[src/rtl/pc_gen_if.sv]
// Fetch-side bundle of the program-counter generator: memory handshake,
// redirect sources from core control, and status outputs.
interface pc_gen_if #(
    parameter int ADDR_W = 32
);
    logic              fetch_ready;
    logic              br_valid;
    logic [ADDR_W-1:0] br_target;
    logic              exc_valid;
    logic [ADDR_W-1:0] exc_vector;
    logic              halt;
    logic [ADDR_W-1:0] pc;
    logic              req_valid;
    logic              halted;
    logic              misalign_err;

    modport master (
        input  fetch_ready,
        input  br_valid,
        input  br_target,
        input  exc_valid,
        input  exc_vector,
        input  halt,
        output pc,
        output req_valid,
        output halted,
        output misalign_err
    );

    modport slave (
        output fetch_ready,
        output br_valid,
        output br_target,
        output exc_valid,
        output exc_vector,
        output halt,
        input  pc,
        input  req_valid,
        input  halted,
        input  misalign_err
    );
endinterface

[src/rtl/pc_gen.sv]
// Program-counter generator: issues aligned fetch addresses over valid/ready,
// with prioritised branch/exception redirects (queued while stalled) and halt.
module pc_gen #(
    parameter int                ADDR_W     = 32,
    parameter int                INST_BYTES = 4,
    parameter logic [ADDR_W-1:0] RESET_PC   = '0
) (
    input  logic     clk,
    input  logic     reset_n,
    pc_gen_if.master bus
);
    localparam int                ALIGN      = $clog2(INST_BYTES);
    localparam logic [ADDR_W-1:0] ALIGN_MASK = ADDR_W'((1 << ALIGN) - 1);
    localparam logic [ADDR_W-1:0] INCR       = ADDR_W'(INST_BYTES);

    typedef enum logic [1:0] {
        ST_INIT,
        ST_RUN,
        ST_HALT
    } state_t;

    typedef struct packed {
        logic              v;
        logic              exc;
        logic [ADDR_W-1:0] addr;
    } pend_t;

    state_t            state_q, state_d;
    pend_t             pend_q, pend_d;
    logic [ADDR_W-1:0] pc_q, pc_d;
    logic              mis_q, mis_d;
    logic              req_valid;
    logic              halted;
    logic              accept;
    logic              load_v;
    logic [ADDR_W-1:0] load_addr;

    // ------------------------------------------------------------------
    // FSM: state register / next state / outputs
    // ------------------------------------------------------------------
    // NOTE: sequential state uses non-blocking assignments so every flop
    // samples the pre-edge values regardless of block ordering.
    always_ff @(posedge clk or negedge reset_n) begin
        if (!reset_n) begin
            state_q <= ST_INIT;
        end else begin
            state_q <= state_d;
        end
    end

    // NOTE: every always_comb output gets a default first, so no path
    // leaves it unassigned and no latch is inferred.
    always_comb begin
        state_d = state_q;
        case (state_q)
            ST_INIT: state_d = ST_RUN;
            ST_RUN:  if (bus.halt && (!req_valid || accept)) state_d = ST_HALT;
            ST_HALT: if (!bus.halt) state_d = ST_RUN;
            default: state_d = ST_INIT;
        endcase
    end

    always_comb begin
        req_valid = 1'b0;
        halted    = 1'b0;
        case (state_q)
            ST_RUN:  req_valid = 1'b1;
            ST_HALT: halted    = 1'b1;
            default: ;
        endcase
    end

    assign accept = req_valid & bus.fetch_ready;

    // ------------------------------------------------------------------
    // Redirect selection and pending-redirect bookkeeping
    // ------------------------------------------------------------------
    // A stalled request must stay stable, so redirects seen during a stall
    // are parked in pend_q and only applied on the accepting edge.
    always_comb begin
        load_v    = 1'b0;
        load_addr = pc_q;
        pend_d    = pend_q;
        if (req_valid) begin
            if (accept) begin
                pend_d = '0;
                if (bus.exc_valid) begin
                    load_v    = 1'b1;
                    load_addr = bus.exc_vector;
                end else if (pend_q.v && pend_q.exc) begin
                    load_v    = 1'b1;
                    load_addr = pend_q.addr;
                end else if (bus.br_valid) begin
                    load_v    = 1'b1;
                    load_addr = bus.br_target;
                end else if (pend_q.v) begin
                    load_v    = 1'b1;
                    load_addr = pend_q.addr;
                end
            end else if (bus.exc_valid) begin
                pend_d.v    = 1'b1;
                pend_d.exc  = 1'b1;
                pend_d.addr = bus.exc_vector;
            end else if (bus.br_valid && !(pend_q.v && pend_q.exc)) begin
                pend_d.v    = 1'b1;
                pend_d.exc  = 1'b0;
                pend_d.addr = bus.br_target;
            end
        end else if (bus.exc_valid) begin
            load_v    = 1'b1;
            load_addr = bus.exc_vector;
        end else if (bus.br_valid) begin
            load_v    = 1'b1;
            load_addr = bus.br_target;
        end
    end

    // Misalignment is judged on the raw target at the moment it is applied.
    always_comb begin
        pc_d  = pc_q;
        mis_d = 1'b0;
        if (load_v) begin
            pc_d  = load_addr & ~ALIGN_MASK;
            mis_d = |(load_addr & ALIGN_MASK);
        end else if (accept) begin
            pc_d = pc_q + INCR;
        end
    end

    always_ff @(posedge clk or negedge reset_n) begin
        if (!reset_n) begin
            pc_q   <= RESET_PC;
            pend_q <= '0;
            mis_q  <= 1'b0;
        end else begin
            pc_q   <= pc_d;
            pend_q <= pend_d;
            mis_q  <= mis_d;
        end
    end

    assign bus.pc           = pc_q;
    assign bus.req_valid    = req_valid;
    assign bus.halted       = halted;
    assign bus.misalign_err = mis_q;
endmodule

[src/flat_wrapper.sv]
// flat-port wrapper written by rule: the top's interface ports become plain ports
module pc_gen_flat 
#(
    parameter int                ADDR_W     = 32,
    parameter int                INST_BYTES = 4,
    parameter logic [ADDR_W-1:0] RESET_PC   = '0
)
  (clk, reset_n, bus_fetch_ready, bus_br_valid, bus_br_target, bus_exc_valid, bus_exc_vector, bus_halt, bus_pc, bus_req_valid, bus_halted, bus_misalign_err);
  pc_gen_if #(.ADDR_W(ADDR_W)) bus_i ();
  input  logic clk;
  input  logic reset_n;
  input wire logic [$bits(bus_i.fetch_ready)-1:0] bus_fetch_ready;
  input wire logic [$bits(bus_i.br_valid)-1:0] bus_br_valid;
  input wire logic [$bits(bus_i.br_target)-1:0] bus_br_target;
  input wire logic [$bits(bus_i.exc_valid)-1:0] bus_exc_valid;
  input wire logic [$bits(bus_i.exc_vector)-1:0] bus_exc_vector;
  input wire logic [$bits(bus_i.halt)-1:0] bus_halt;
  output wire logic [$bits(bus_i.pc)-1:0] bus_pc;
  output wire logic [$bits(bus_i.req_valid)-1:0] bus_req_valid;
  output wire logic [$bits(bus_i.halted)-1:0] bus_halted;
  output wire logic [$bits(bus_i.misalign_err)-1:0] bus_misalign_err;
  assign bus_i.fetch_ready = bus_fetch_ready;
  assign bus_i.br_valid = bus_br_valid;
  assign bus_i.br_target = bus_br_target;
  assign bus_i.exc_valid = bus_exc_valid;
  assign bus_i.exc_vector = bus_exc_vector;
  assign bus_i.halt = bus_halt;
  assign bus_pc = bus_i.pc;
  assign bus_req_valid = bus_i.req_valid;
  assign bus_halted = bus_i.halted;
  assign bus_misalign_err = bus_i.misalign_err;
  pc_gen #(.ADDR_W(ADDR_W), .INST_BYTES(INST_BYTES), .RESET_PC(RESET_PC)) u_core (.clk(clk), .reset_n(reset_n), .bus(bus_i));
endmodule
[config.mk]
export PLATFORM = sky130hd
export DESIGN_NAME = pc_gen_flat
export DESIGN_NICKNAME = d
export VERILOG_FILES = /design/src/rtl/pc_gen_if.sv /design/src/rtl/pc_gen.sv /design/src/flat_wrapper.sv
export SDC_FILE = /design/constraint.sdc
export NUM_CORES = 1
export LEC_CHECK = 0
export CAP_MARGIN = 20
export CORE_MARGIN = 1
export CORE_UTILIZATION = 50
export CTS_CLUSTER_DIAMETER = 150
export DETAILED_ROUTE_END_ITERATION = 16
export PLACE_DENSITY = 0.81
export SYNTH_ARGS = -nofsm -noshare
export SYNTH_HDL_FRONTEND = slang
export SYNTH_SLANG_ARGS = --single-unit
[constraint.sdc]
create_clock -name clk -period 2.95 [get_ports clk]
set_clock_uncertainty 0.2 [all_clocks]
set_input_delay 0.4425 -clock clk [delete_from_list [all_inputs] [get_ports clk]]
set_output_delay 0.4425 -clock clk [all_outputs]
set_load 0.1 [all_outputs]
* After elaboration in Yosys (flattened, before gate mapping)
Cells that the tools add are included. Widths: inputs -> output; s select.
Word-level totals: bits in registers 69, logic and storage cells 56, output and inout port bits 35
Operators by class: reduce and logical (&&, ||, !) cells 13, bitwise gates (word level) 1, equal/unequal tests 7, $add $sub $neg 1, muxes and demuxes 27
Operators with widths (count):
- $mux 32 | 10
- $mux 34 | 3
- $add 32x3->32 const B | 1
- $mux 1 | 11
- $ne 6x5->1 const B | 1
- $pmux 2 s3 | 1
- $mux 2 | 2
- $ne 2x2->1 const B | 2
- $ne 4x3->1 const B | 1
- $reduce_and 2->1 | 2
- $reduce_and 4->1 | 1
- $logic_and 1x1->1 | 3
- $reduce_bool 3->1 | 1
- $eq 2x1->1 const B | 1
- $eq 2x2->1 const B | 1
- $logic_not 1->1 | 2
- $logic_not 2->1 | 1
- $ne 2x1->1 const B | 1
- $reduce_bool 2->1 | 1
- $reduce_or 2->1 | 1
- $and 1x1->1 | 1
- $logic_or 1x1->1 | 1

* Longest topological paths before layout
word-level depth 8, gate-level depth with buffers 8, depth with buffers taken out 6

* Worst setup path after synthesis
OpenSTA, ideal clock, no wires.
kind register to register, start point reg u_core.pc_q[2] (netlist: u_core.bus.pc[2]), end point reg u_core.pc_q[30] (netlist: u_core.bus.pc[30]), data required time 2624 ps, arrival 2523 ps, path buffers 0, library setup time 126 ps, cell stages (with the launch flop) 7, slack 101 ps, period minus slack after synthesis 2849 ps, cells stage by stage dfrtp_1 -> ha_1 -> nand3_2 -> nor4_4 -> and3_1 -> nand2_1 -> a311o_1
On the way: cells in the longest elaborated chain, start to end 3
RTL lines:
- start, declared | line pc_gen.sv:30 | logic [ADDR_W-1:0] pc_q, pc_d;
- start signal, assigned | line pc_gen.sv:136 | pc_q <= pc_d;
- $add 32x3->32 | line pc_gen.sv:126 | pc_d = pc_q + INCR;
- $mux 32 | line pc_gen.sv:125 | end else if (accept) begin
- $mux 32 | line pc_gen.sv:122 | if (load_v) begin
No other way between the ends. The select of a mux whose other input is x is not followed. A chain may end at the register's enable or synchronous reset.

* Final worst setup path
Same ends and word-level chain as after synthesis.

==> results.txt <==
In this run the vertical extent of the chip is roughly 94 um. The final period demand of the worst path is 2.41 ns. The detail-routed via count per cell is 6.43.

Summed over all nets, the half-perimeter wirelength after detailed placement is 8.99 mm. The antenna violation net count after detailed routing is 0. The maximum root-to-sink buffer count came out at 2. The net switching power figure came out at 2.37 mW. The internal portion of the total power is about 2.3 mW. The master of the slowest instance on the critical path is sky130_fd_sc_hd__nor4_4. The routed design uses 5.95 mm of met2 wire. The cell area reported after detailed placement is 0.00532 mm2.

The initial antenna violation count is 0. The top cell type by total area after synthesis is sky130_fd_sc_hd__dfrtp_1. For this run the aggregate overflow at the end of global routing stands at 0. Clock tree synthesis selected as its root buffer the cell sky130_fd_sc_hd__clkbuf_8. The filler cell count in the final layout came out at 684. The number of antenna cells inserted is 0. The cell family contributing the most delay on the critical path is simple AND/OR/NAND/NOR gates. The class of the most critical hold timing path is flip-flop to flip-flop.

The number of flops mapped to enable cells by yosys is 0. The routed design uses 1.07 mm of met3 wire. The maximum level of the CTS H-tree is 3. The ratio of cells with drive above 1 in the final layout came out at 0.151. The area of the mapped netlist came out at 0.00420 mm2. The area of the placeable core came out at a little over 0.008 mm2. The count of max-cap constraint violations came out at 0. For flop-to-flop paths, the worst setup slack is roughly 0.54 ns. The final hold violation count came out at 0. The run finished with clean final reports. The finished cells cover 0.00556 mm2. Clock tree synthesis inserted a total of 9 buffers.

The overall fraction of global-route tracks in use came out at 0.304. The number of hold buffers added after cts came out at 1. The number of pins with negative max-slew slack in the final report was 0. The most used flip-flop cell after synthesis is sky130_fd_sc_hd__dfrtp_1.

Of the total power, the clock network draws 0.189. TritonCTS built the clock tree. The number of I/O port buffers came out at 102. The routed length on met1 came out at 5.62 mm.

The number of warnings issued by yosys came out at 0. The total setup violations reported at the end of the flow is 0. The maximum clock rate is 415 MHz. The via count of the routed design came out at approximately 4.3k. The number of synthesized register bits is 67.

STA classifies the critical path startpoint as a flip-flop. Sorting the synthesized cells by area gives the leading types as sky130_fd_sc_hd__dfrtp_1 40%, sky130_fd_sc_hd__mux2i_1 8.3%, sky130_fd_sc_hd__o31ai_1 5.7%, sky130_fd_sc_hd__nand2_1 5.3%, sky130_fd_sc_hd__o21ai_0 5.0%. In this run, the number of DRC markers left after iteration 0 of detailed routing was 332.

The number of clock sinks came out at 67. The final layout net count is 631. The number of cell rows is 33.

For the worst setup path, the data arrival time is 2.46 ns. The area share of the largest cell type after synthesis is 0.399. The area growth from synthesis to final layout came out at 32.3%. The top-level port count is between 100 and 150. The via count of the first global-routing pass is 3999. Synthesis produced 464 cells. The clock reaches the later pin of the worst-skew pair after 0.35 ns. The width of the die is roughly 94 um. The highest layer touched by signal routing is met4. The mean instance size in the synthesized netlist is 9.06 um2. After synthesis, the share of flip-flops with an asynchronous set or reset is 1.00. The worst-case headroom to the max-slew limit is 0.625. For this configuration, the core starts out at a cell density of 0.514. The largest vdd supply drop came out at 310 uV. The critical path is of the flip-flop to flip-flop type.

The clock transition at the register clock pins on the worst setup and hold paths after CTS came out at ~0.080 ns. The relative contribution of combinational cells to total power came out at 0.500. Of the total power, the share spent switching nets is 0.506.

The setup fix buffers added after clock tree synthesis is 0. The post-synthesis cell type count came out at 57. The maximum number of pins on one net before global-route repair is between 60 and 70. The endpoint required time on the critical path is approximately 3.0 ns. The maximum fanout along the worst path is 9. Traced cell by cell, the critical path runs through ha_1 -> nand3_2 -> nor4_4 -> and3_1 -> nand2_1 -> a311o_1. The portion of the post-synthesis area used by sequential elements is 0.399. The sequential group share of total power came out at 0.311.

For this run, design rule violations remaining after detail routing come to 0. The worst setup path is captured at a flip-flop. The delay contributed by the slowest stage of the critical path came out at around 0.56 ns. For this design the static power due to leakage is about 2.4 nW. Once the clock tree was built, the resizer swapped 0 gates to a different size.

The global-route wire length before repair is approximately 20 mm. For the pin with the worst max-slew slack, the measured transition is roughly 0.56 ns. The design draws 4.69 mW.

The final cycle utilization of the critical path came out at 0.818. The setup TNS came out at 0 ns. The first detailed-routing pass took 5 iterations.

The die area came out at 0.00877 mm2. Counting instances in the post-synthesis netlist gives the leading cell types as 67 x sky130_fd_sc_hd__dfrtp_1, 59 x sky130_fd_sc_hd__nand2_1, 42 x sky130_fd_sc_hd__o21ai_0. Together, buffers and inverters on the worst path number 0. Among all cell types in the netlist, the one instantiated most often is sky130_fd_sc_hd__dfrtp_1. Setup repair after global routing left no endpoint under its margin. The ratio of total power to cell area came out at 844 mW/mm2. The total wire length after detailed routing is 12.9 mm.

The post-detailed-route wirelength per cell is about 19 um. The last weighted congestion value of the routability-driven placer came out at 0.886.
-- worst min-delay path, cell delays in order (launching register included) --
cell                      delay [ns]
sky130_fd_sc_hd__dfrtp_1        0.35
sky130_fd_sc_hd__nand2_1        0.05
sky130_fd_sc_hd__o31ai_1        0.05
-- power by group through the flow --
stage / logic, mW / registers, mW / clock network [mW]
after floorplan: 0.731 / 2.40 / 0
after global placement: 2.29 / 1.45 / 0
after detailed placement: 2.33 / 1.47 / 0
after CTS: 2.34 / 1.45 / 0.886
after global routing: 2.46 / 1.49 / 0.934
final: 2.35 / 1.46 / 0.886
-- registers in the layout, summed over array words and instances (netlist names) --
name and flops:
u_core.bus.misalign_err 1, u_core.bus.pc 30, u_core.state_q 2, u_core.pend_q 34
-- final timing paths --
kind                                     end               from  depth (start not counted)
hold reg to reg            u_core.pend_q[12]  u_core.pend_q[12]                          2
setup reg to reg           u_core.bus.pc[30]   u_core.bus.pc[2]                          6
setup / recovery           u_core.bus.pc[30]   u_core.bus.pc[2]                          6
max in group asynchronous   u_core.bus.pc[7]            reset_n                          3
min in group asynchronous  u_core.bus.pc[29]            reset_n                          3
hold / removal             u_core.pend_q[12]  u_core.pend_q[12]                          2
-- routing by layer --
layer  up-vias  GRT usage
met4         0     0.0885
met1      2061      0.441
met5         -          0
met3        33     0.0574
li1       1972          -
met2       235      0.462
-- metrics by stage --
step	hold WS (ns)	instances	worst slack [ns]	util
floorplan	-0.0531	465	0.101	-
global placement	0.260	652	0.110	0.648
detailed placement	0.266	653	0.278	0.651
CTS	0.281	669	0.553	0.680
global route	0.297	669	0.381	0.680
finish	0.280	669	0.538	0.680
-- layout make-up --
class                           instances  area, um2  area share
Clock buffer                           11        151      0.0272
Tap cell                              105        131      0.0236
Multi-Input combinational cell        350       2340       0.420
Timing Repair Buffer                  125       1160       0.209
Inverter                                7       26.3     0.00473
Sequential cell                        67       1680       0.302
Clock inverter                          4       73.8      0.0133
-- kinds of logic (layout without fill, tap and decap cells) --
group,Yosys count,after routing,synth area share
flops,67,67,0.399
simple gates,144,144,0.178
mux,35,35,0.0834
buf+inv,48,147,0.0494
compound gates,168,168,0.286
other cells,1,2,0.000893
fa+ha+maj,1,1,0.00298
-- layout by cell type (no fill, tap or decap), drive strengths merged, types with 2 or more instances in the layout --
cell type and n:
and3 5, clkdlybuf4s50 67, clkinv 2, o221ai 4
nand3 21, o21a 4, o211ai 8, dfrtp 67
and2 4, nor4 5, conb 2, mux2i 35
inv 7, a21boi 2, o31ai 32, buf 57
nand2b 4, or3 2, o21ai 42, nor3 6
nand2 59, nand3b 3, a21oi 13, nor2 21
a22o 2, bufinv 2, o22a 2, o22ai 2
a221oi 14, clkbuf 11, a22oi 3, a31oi 5
a21o 5, nand4 10, o311ai 4, a221o 17
Note: power is estimated with default switching activity, not from simulation.
